## src/rtl/leta_scan_ctrl_if.sv

```systemverilog
// Host read port of the LETA scan controller: a level request with select and clear,
// answered by a one-cycle acknowledge carrying the accumulator value.
interface leta_scan_ctrl_if #(parameter int ACC_W = 12);
  logic             HOST_REQ;
  logic [1:0]       HOST_SEL;
  logic             HOST_CLR;
  logic             HOST_ACK;
  logic [ACC_W-1:0] HOST_DATA;

  // Handshake: a request is taken on any rising edge where HOST_REQ=1 and HOST_ACK=0,
  // with HOST_SEL/HOST_CLR sampled on that edge. HOST_ACK is then high for exactly one
  // cycle with HOST_DATA valid, and HOST_DATA holds until the next acknowledge.
  modport master (output HOST_REQ, HOST_SEL, HOST_CLR, input HOST_ACK, HOST_DATA);
  modport slave  (input HOST_REQ, HOST_SEL, HOST_CLR, output HOST_ACK, HOST_DATA);
endinterface

```

## src/rtl/leta_scan_ctrl.sv

```systemverilog
// Round-robin scanner for the four LETA decoder counters, with per-channel signed delta
// accumulation and a host read port. Define LETA_SCAN_SATURATE_EN for clamping accumulators.
module leta_scan_ctrl #(
  parameter int SETTLE_CYCLES = 4,
  parameter int ACC_W         = 12
) (
  input  logic            GCLK,
  input  logic            RESET_N,
  input  logic            ENABLE,
  input  logic [7:0]      LETA_DB,
  output logic [1:0]      LETA_AD,
  output logic            LETA_CS,
  output logic            FRAME,
  output logic [1:0]      state_dbg,
  leta_scan_ctrl_if.slave host
);
  typedef enum logic [1:0] {
    IDLE   = 2'd0,
    SELECT = 2'd1,
    SAMPLE = 2'd2,
    ACCUM  = 2'd3
  } state_t;

  localparam logic signed [ACC_W-1:0] ACC_MAX     = {1'b0, {(ACC_W-1){1'b1}}};
  localparam logic signed [ACC_W-1:0] ACC_MIN     = {1'b1, {(ACC_W-1){1'b0}}};
  localparam logic [7:0]              SETTLE_LAST = 8'(SETTLE_CYCLES - 1);

  state_t                  state;
  logic [1:0]              ch;
  logic [7:0]              settle_cnt;
  logic [7:0]              cap;
  logic signed [7:0]       delta;
  logic [7:0]              prev [4];
  logic [3:0]              primed;
  logic signed [ACC_W-1:0] acc [4];

  logic                    accept;
  logic                    clr_hit;
  logic signed [ACC_W-1:0] delta_ext;
  logic signed [ACC_W-1:0] acc_base;
  logic signed [ACC_W-1:0] acc_sum;

  function automatic logic signed [ACC_W-1:0] acc_add(input logic signed [ACC_W-1:0] a,
                                                      input logic signed [ACC_W-1:0] d);
    logic signed [ACC_W:0] s;
    s = (ACC_W+1)'(a) + (ACC_W+1)'(d);
`ifdef LETA_SCAN_SATURATE_EN
    if (s[ACC_W] != s[ACC_W-1]) return s[ACC_W] ? ACC_MIN : ACC_MAX;
`endif
    return s[ACC_W-1:0];
  endfunction

  assign accept    = host.HOST_REQ && !host.HOST_ACK;
  // A clear landing on the channel being accumulated restarts it from this delta.
  assign clr_hit   = accept && host.HOST_CLR && (host.HOST_SEL == ch);
  assign delta_ext = ACC_W'(delta);
  assign acc_base  = clr_hit ? '0 : acc[ch];
  assign acc_sum   = acc_add(acc_base, delta_ext);
  assign state_dbg = state;

  always_ff @(posedge GCLK or negedge RESET_N) begin
    if (!RESET_N) begin
      state      <= IDLE;
      ch         <= '0;
      settle_cnt <= '0;
      cap        <= '0;
      delta      <= '0;
      primed     <= '0;
      LETA_AD    <= '0;
      LETA_CS    <= 1'b1;
      FRAME      <= 1'b0;
      for (int i = 0; i < 4; i++) prev[i] <= '0;
    end else begin
      FRAME <= 1'b0;
      case (state)
        IDLE: begin
          if (ENABLE) begin
            state      <= SELECT;
            LETA_AD    <= ch;
            LETA_CS    <= 1'b0;
            settle_cnt <= '0;
          end
        end
        SELECT: begin
          if (settle_cnt == SETTLE_LAST) state <= SAMPLE;
          else settle_cnt <= settle_cnt + 8'd1;
        end
        SAMPLE: begin
          cap   <= LETA_DB;
          delta <= primed[ch] ? $signed(LETA_DB - prev[ch]) : 8'sd0;
          state <= ACCUM;
        end
        ACCUM: begin
          prev[ch]   <= cap;
          primed[ch] <= 1'b1;
          FRAME      <= (ch == 2'd3);
          ch         <= ch + 2'd1;
          // The channel in flight always finishes; ENABLE only decides what follows.
          if (ENABLE) begin
            state      <= SELECT;
            LETA_AD    <= ch + 2'd1;
            settle_cnt <= '0;
          end else begin
            state   <= IDLE;
            LETA_CS <= 1'b1;
          end
        end
        default: state <= IDLE;
      endcase
    end
  end

  always_ff @(posedge GCLK or negedge RESET_N) begin
    if (!RESET_N) begin
      host.HOST_ACK  <= 1'b0;
      host.HOST_DATA <= '0;
      for (int i = 0; i < 4; i++) acc[i] <= '0;
    end else begin
      host.HOST_ACK <= accept;
      if (accept) host.HOST_DATA <= acc[host.HOST_SEL];
      for (int i = 0; i < 4; i++) begin
        if (state == ACCUM && ch == 2'(i)) acc[i] <= acc_sum;
        else if (accept && host.HOST_CLR && host.HOST_SEL == 2'(i)) acc[i] <= '0;
      end
    end
  end
endmodule

```

## src/flat_wrapper.sv

```systemverilog
// flat-port wrapper written by rule: the top's interface ports become plain ports
module leta_scan_ctrl_flat 
#(
  parameter int SETTLE_CYCLES = 4,
  parameter int ACC_W         = 12
)
  (GCLK, RESET_N, ENABLE, LETA_DB, LETA_AD, LETA_CS, FRAME, state_dbg, host_HOST_REQ, host_HOST_SEL, host_HOST_CLR, host_HOST_ACK, host_HOST_DATA);
  leta_scan_ctrl_if #(.ACC_W(ACC_W)) host_i ();
  input  logic GCLK;
  input  logic RESET_N;
  input  logic ENABLE;
  input  logic [7:0] LETA_DB;
  output logic [1:0] LETA_AD;
  output logic LETA_CS;
  output logic FRAME;
  output logic [1:0] state_dbg;
  input wire logic [$bits(host_i.HOST_REQ)-1:0] host_HOST_REQ;
  input wire logic [$bits(host_i.HOST_SEL)-1:0] host_HOST_SEL;
  input wire logic [$bits(host_i.HOST_CLR)-1:0] host_HOST_CLR;
  output wire logic [$bits(host_i.HOST_ACK)-1:0] host_HOST_ACK;
  output wire logic [$bits(host_i.HOST_DATA)-1:0] host_HOST_DATA;
  assign host_i.HOST_REQ = host_HOST_REQ;
  assign host_i.HOST_SEL = host_HOST_SEL;
  assign host_i.HOST_CLR = host_HOST_CLR;
  assign host_HOST_ACK = host_i.HOST_ACK;
  assign host_HOST_DATA = host_i.HOST_DATA;
  leta_scan_ctrl #(.SETTLE_CYCLES(SETTLE_CYCLES), .ACC_W(ACC_W)) u_core (.GCLK(GCLK), .RESET_N(RESET_N), .ENABLE(ENABLE), .LETA_DB(LETA_DB), .LETA_AD(LETA_AD), .LETA_CS(LETA_CS), .FRAME(FRAME), .state_dbg(state_dbg), .host(host_i));
endmodule
```

## config.mk

```make
export PLATFORM = sky130hd
export DESIGN_NAME = leta_scan_ctrl_flat
export DESIGN_NICKNAME = d
export VERILOG_FILES = /design/src/rtl/leta_scan_ctrl_if.sv /design/src/rtl/leta_scan_ctrl.sv /design/src/flat_wrapper.sv
export SDC_FILE = /design/constraint.sdc
export NUM_CORES = 1
export LEC_CHECK = 0
export ABC_AREA = 1
export CAP_MARGIN = 20
export CORE_MARGIN = 2
export CORE_UTILIZATION = 55
export CTS_CLUSTER_DIAMETER = 150
export CTS_CLUSTER_SIZE = 25
export DETAILED_ROUTE_END_ITERATION = 10
export PLACE_DENSITY = 0.83
export SLEW_MARGIN = 20
export SYNTH_ARGS = -nofsm -noshare
export SYNTH_HDL_FRONTEND = slang
export SYNTH_SLANG_ARGS = --single-unit
```

## constraint.sdc

```tcl
create_clock -name GCLK -period 6.35 [get_ports GCLK]
set_input_delay 1.27 -clock GCLK [delete_from_list [all_inputs] [get_ports GCLK]]
set_output_delay 1.27 -clock GCLK [all_outputs]
set_load 0.02 [all_outputs]
```

==> metrics.md <==
| Metric | Value |
|---|---|
| Status | complete, no violations |
| Pwr Density | 578 nW/µm² |
| Yosys reg bits | 129 |
| Final count of negative-setup-slack endpoints | 0 |
| Worst Clk Skew | 0.00852 ns |
| Wire per inst | 16.3 µm |
| Clock Latency Late Sink | 0.43 ns |
| Synthesized area | 7100 µm² |
| Hold Crit Class | reg2reg |
| Layout overhead on the synthesized area | 13.6% |
| DP Cell Count | 1055 |
| Initial drt markers | 604 |
| Worst Setup Start Kind | primary input |
| Worst r2r path cells | 16 |
| GRT Util Overall | 27.1% |
| Final hold vios | 0 |
| Design internal power | 2.57 mW |
| Leak | 3.95 nW |
| Row count | 41 |
| Syn_area_per_cell | 8.07 µm² |
| Die Height | 118 µm |
| DR vias | 6158 |
| Switching share of power | 44.9% |
| Final Power | 4.66 mW |
| Yosys warns | 0 |
| Sequential Power Share | 29.1% |
| Worst r2r src | u_core.ch[1] |
| Netlist cell types | 47 |
| Clock buffer count from CTS | 17 |
| MaxCap Viol Count | 0 |
| Setup Crit Path Kind | in2reg |
| Rel. slew slack | 38.4% |
| Fin nets | 948 |
| Unrepaired setup endpoints after global routing | false |
| Top cells by area, synth | dfrtp_1 45%, nand2_1 14%, ha_1 5.1% |
| Met3 usage | 5.57% |
| CP required | 6.67 ns |
| Worst Hold Endpoint | u_core.primed[1] |
| Fin. max-slew vios | 0 |
| Post-CTS Resized | 0 |
| Sum Neg Setup Slack | 0 ns |
| Drt drc | 0 |
| Clk sinks | 129 |
| Synth top area share | 45.1% |
| I/O pin count | 34 |
| CTS tree | built |
| Starting Density | 56.2% |
| Number of port buffers | 33 |
| Placement Setup Slack | 2.33 ns |
| Drt total wl | 17700 µm |
| DRT Pass-1 Iters | 7 |
| HPWL after DPL | 11300 µm |
| Post-route clock period utilization | 56.8% |
| Worst-path clk slew | 0.06 ns |
| Sequential share of the synthesized area | 45.5% |
| Post-CTS setup buffers | 0 |
| Worst Setup End Kind | flip-flop |
| Ant. Diodes | 0 |
| Met2 Use GR | 42.6% |
| R2r endpoint | u_core.acc[18] |
| H-tree depth | 4 |
| Switching power total | 2.09 mW |
| Min-Delay Startpoint | u_core.primed[1] |
| GR met1 Demand/Resource | 36.7% |
| Largest net degree at the start of global routing | 76 |
| Power share of the clock group | 21.1% |
| Die area | 13800 µm² |
| RePlAce Congestion | 0.963 |
| Clock Root Buffer | clkbuf_16 |
| Final antenna-violating net count | 0 |
| Peak supply drop | 0.340 mV |
| Number of global-route vias before repair | 6045 |
| First-pass GRT wire length | 30000 µm |
| Worst Tran Pin Value | 0.924 ns |
| Worst hold path depth | 2 |
| Post-layout min period | 3.61 ns |
| CP arrival | 3.93 ns |
| CTS Buffer Depth | 2 |
| Max frequency | 277 MHz |
| Initial antenna violation count | 0 |
| Worst setup margin | 2.74 ns |
| Die Wd | 118 µm |
| Cell taking the most area after synthesis | dfrtp_1 |
| Total grt overflow | 0 |
| Core area | 12600 µm² |
| Worst-path fanout max | 13 |
| Peak-usage layer in the global routing report | met2 |
| CTS hold repair buffers | 0 |
| Part of the power in combinational logic | 49.8% |
| Layout Cells excl Fill | 1086 |
| Layout cells sized above 1 | 9.19% |
| R2R Setup Slk | 3.28 ns |
| Via density | 5.67 |
| Gate count after technology mapping | 880 |
| Syn_nets | 926 |
-- stage by stage --
stage	hold WS, ns	util [%]	instance area [µm²]
2_1_floorplan	0.423	-	7100
3_3_place_gp	0.435	59.1	7460
3_5_place_dp	0.440	59.1	7460
4_1_cts	0.454	63.8	8060
5_1_grt	0.493	63.9	8060
6_report	0.449	63.9	8060
-- layout make-up --
class	instances	area, µm²
sequential	129	3230
multi-input combinational	622	3300
tap	172	215
clock buffer	18	429
inverter	95	362
clock inverter	13	164
timing repair buffer	37	358
fill	1120	4560
-- power groups by stage --
stage               logic (mW)  clock network (mW)  registers [mW]
global placement          2.20                   0            1.35
floorplan                 1.72                   0            1.35
finish                    2.32               0.985            1.35
detailed placement        2.27                   0            1.36
global route              2.60                1.04            1.39
CTS                       2.30               0.996            1.35
-- cell usage after synthesis (all sizes together) --
cell,n
nand2,270
dfrtp,128
o21ai,105
inv,95
a21oi,46
nand3,44
nor2,43
ha,29
buf,24
o22ai,18
clkbuf,10
a22oi,8
nand4,8
xnor2,8
a31oi,7
a32o,6
xor2,6
a41oi,4
or2,4
nand3b,3
o211ai,3
fa,2
mux2,2
a21o,1
a22o,1
a31o,1
and2,1
dfstp,1
nor3,1
o21bai,1
-- placed cells by master, fill, tap and decap left out, types with 6 or more instances in the layout --
cell type          n
nand2_1          261
dfrtp_1          128
inv_1             80
o21ai_0           70
nor2_1            41
nand3_1           39
a21oi_1           38
o21ai_1           34
clkdlybuf4s50_1   32
ha_1              29
o22ai_1           18
clkbuf_16         17
inv_2             13
nand2_2            8
nand4_1            8
xnor2_1            8
a22oi_1            8
a31oi_1            7
a32o_1             6
a21oi_2            6
-- cells by family (layout without fill, tap and decap cells) --
family,Yosys count,count (layout),synth area share (%)
xor gates and xnor gates,14,14,1.83
buffers and inverters,129,163,8.02
and+or+nand+nor,374,374,22.1
adders and majority gates,31,31,5.68
AOI/OAI and AO/OA,201,201,16.5
DFF,129,129,45.5
muxes,2,2,0.317
-- worst max-delay path: stages --
cell             delay (ns)
clkdlybuf4s50_1        0.45
nand2_1                0.11
nor2_4                 0.23
nand3_2                0.31
nand2_1                0.16
inv_1                  0.05
ha_1                   0.22
fa_1                   0.42
inv_1                  0.10
o21ai_2                0.08
nand2_1                0.07
nand2_1                0.05
or2_1                  0.26
nand3_1                0.09
nand2_1                0.05
-- metal layers --
layer	up-vias	wire, µm
met1	2932	7540
li1	2937	-
met2	253	8470
met5	-	0
met4	0	385
met3	36	1280
-- flip-flops by register name (all words and copies together) (netlist names) --
| register | count |
|---|---|
| u_core.FRAME | 1 |
| u_core.LETA_AD | 2 |
| u_core.LETA_CS | 1 |
| u_core.acc | 48 |
| u_core.cap | 8 |
| u_core.ch | 2 |
| u_core.delta | 8 |
| u_core.host.HOST_ACK | 1 |
| u_core.host.HOST_DATA | 12 |
| u_core.prev | 32 |
| u_core.primed | 4 |
| u_core.settle_cnt | 8 |
| u_core.state_dbg | 2 |
-- worst max-delay path by stage --
stage,from,end
2_1_floorplan,host_HOST_REQ,u_core.acc[18]
3_3_place_gp,host_HOST_REQ,u_core.acc[6]
3_5_place_dp,host_HOST_REQ,u_core.acc[6]
4_1_cts,host_HOST_REQ,u_core.acc[18]
5_1_grt,host_HOST_REQ,u_core.acc[30]
6_report,host_HOST_REQ,u_core.acc[18]
No activity file was read; power rests on OpenSTA's default activity.
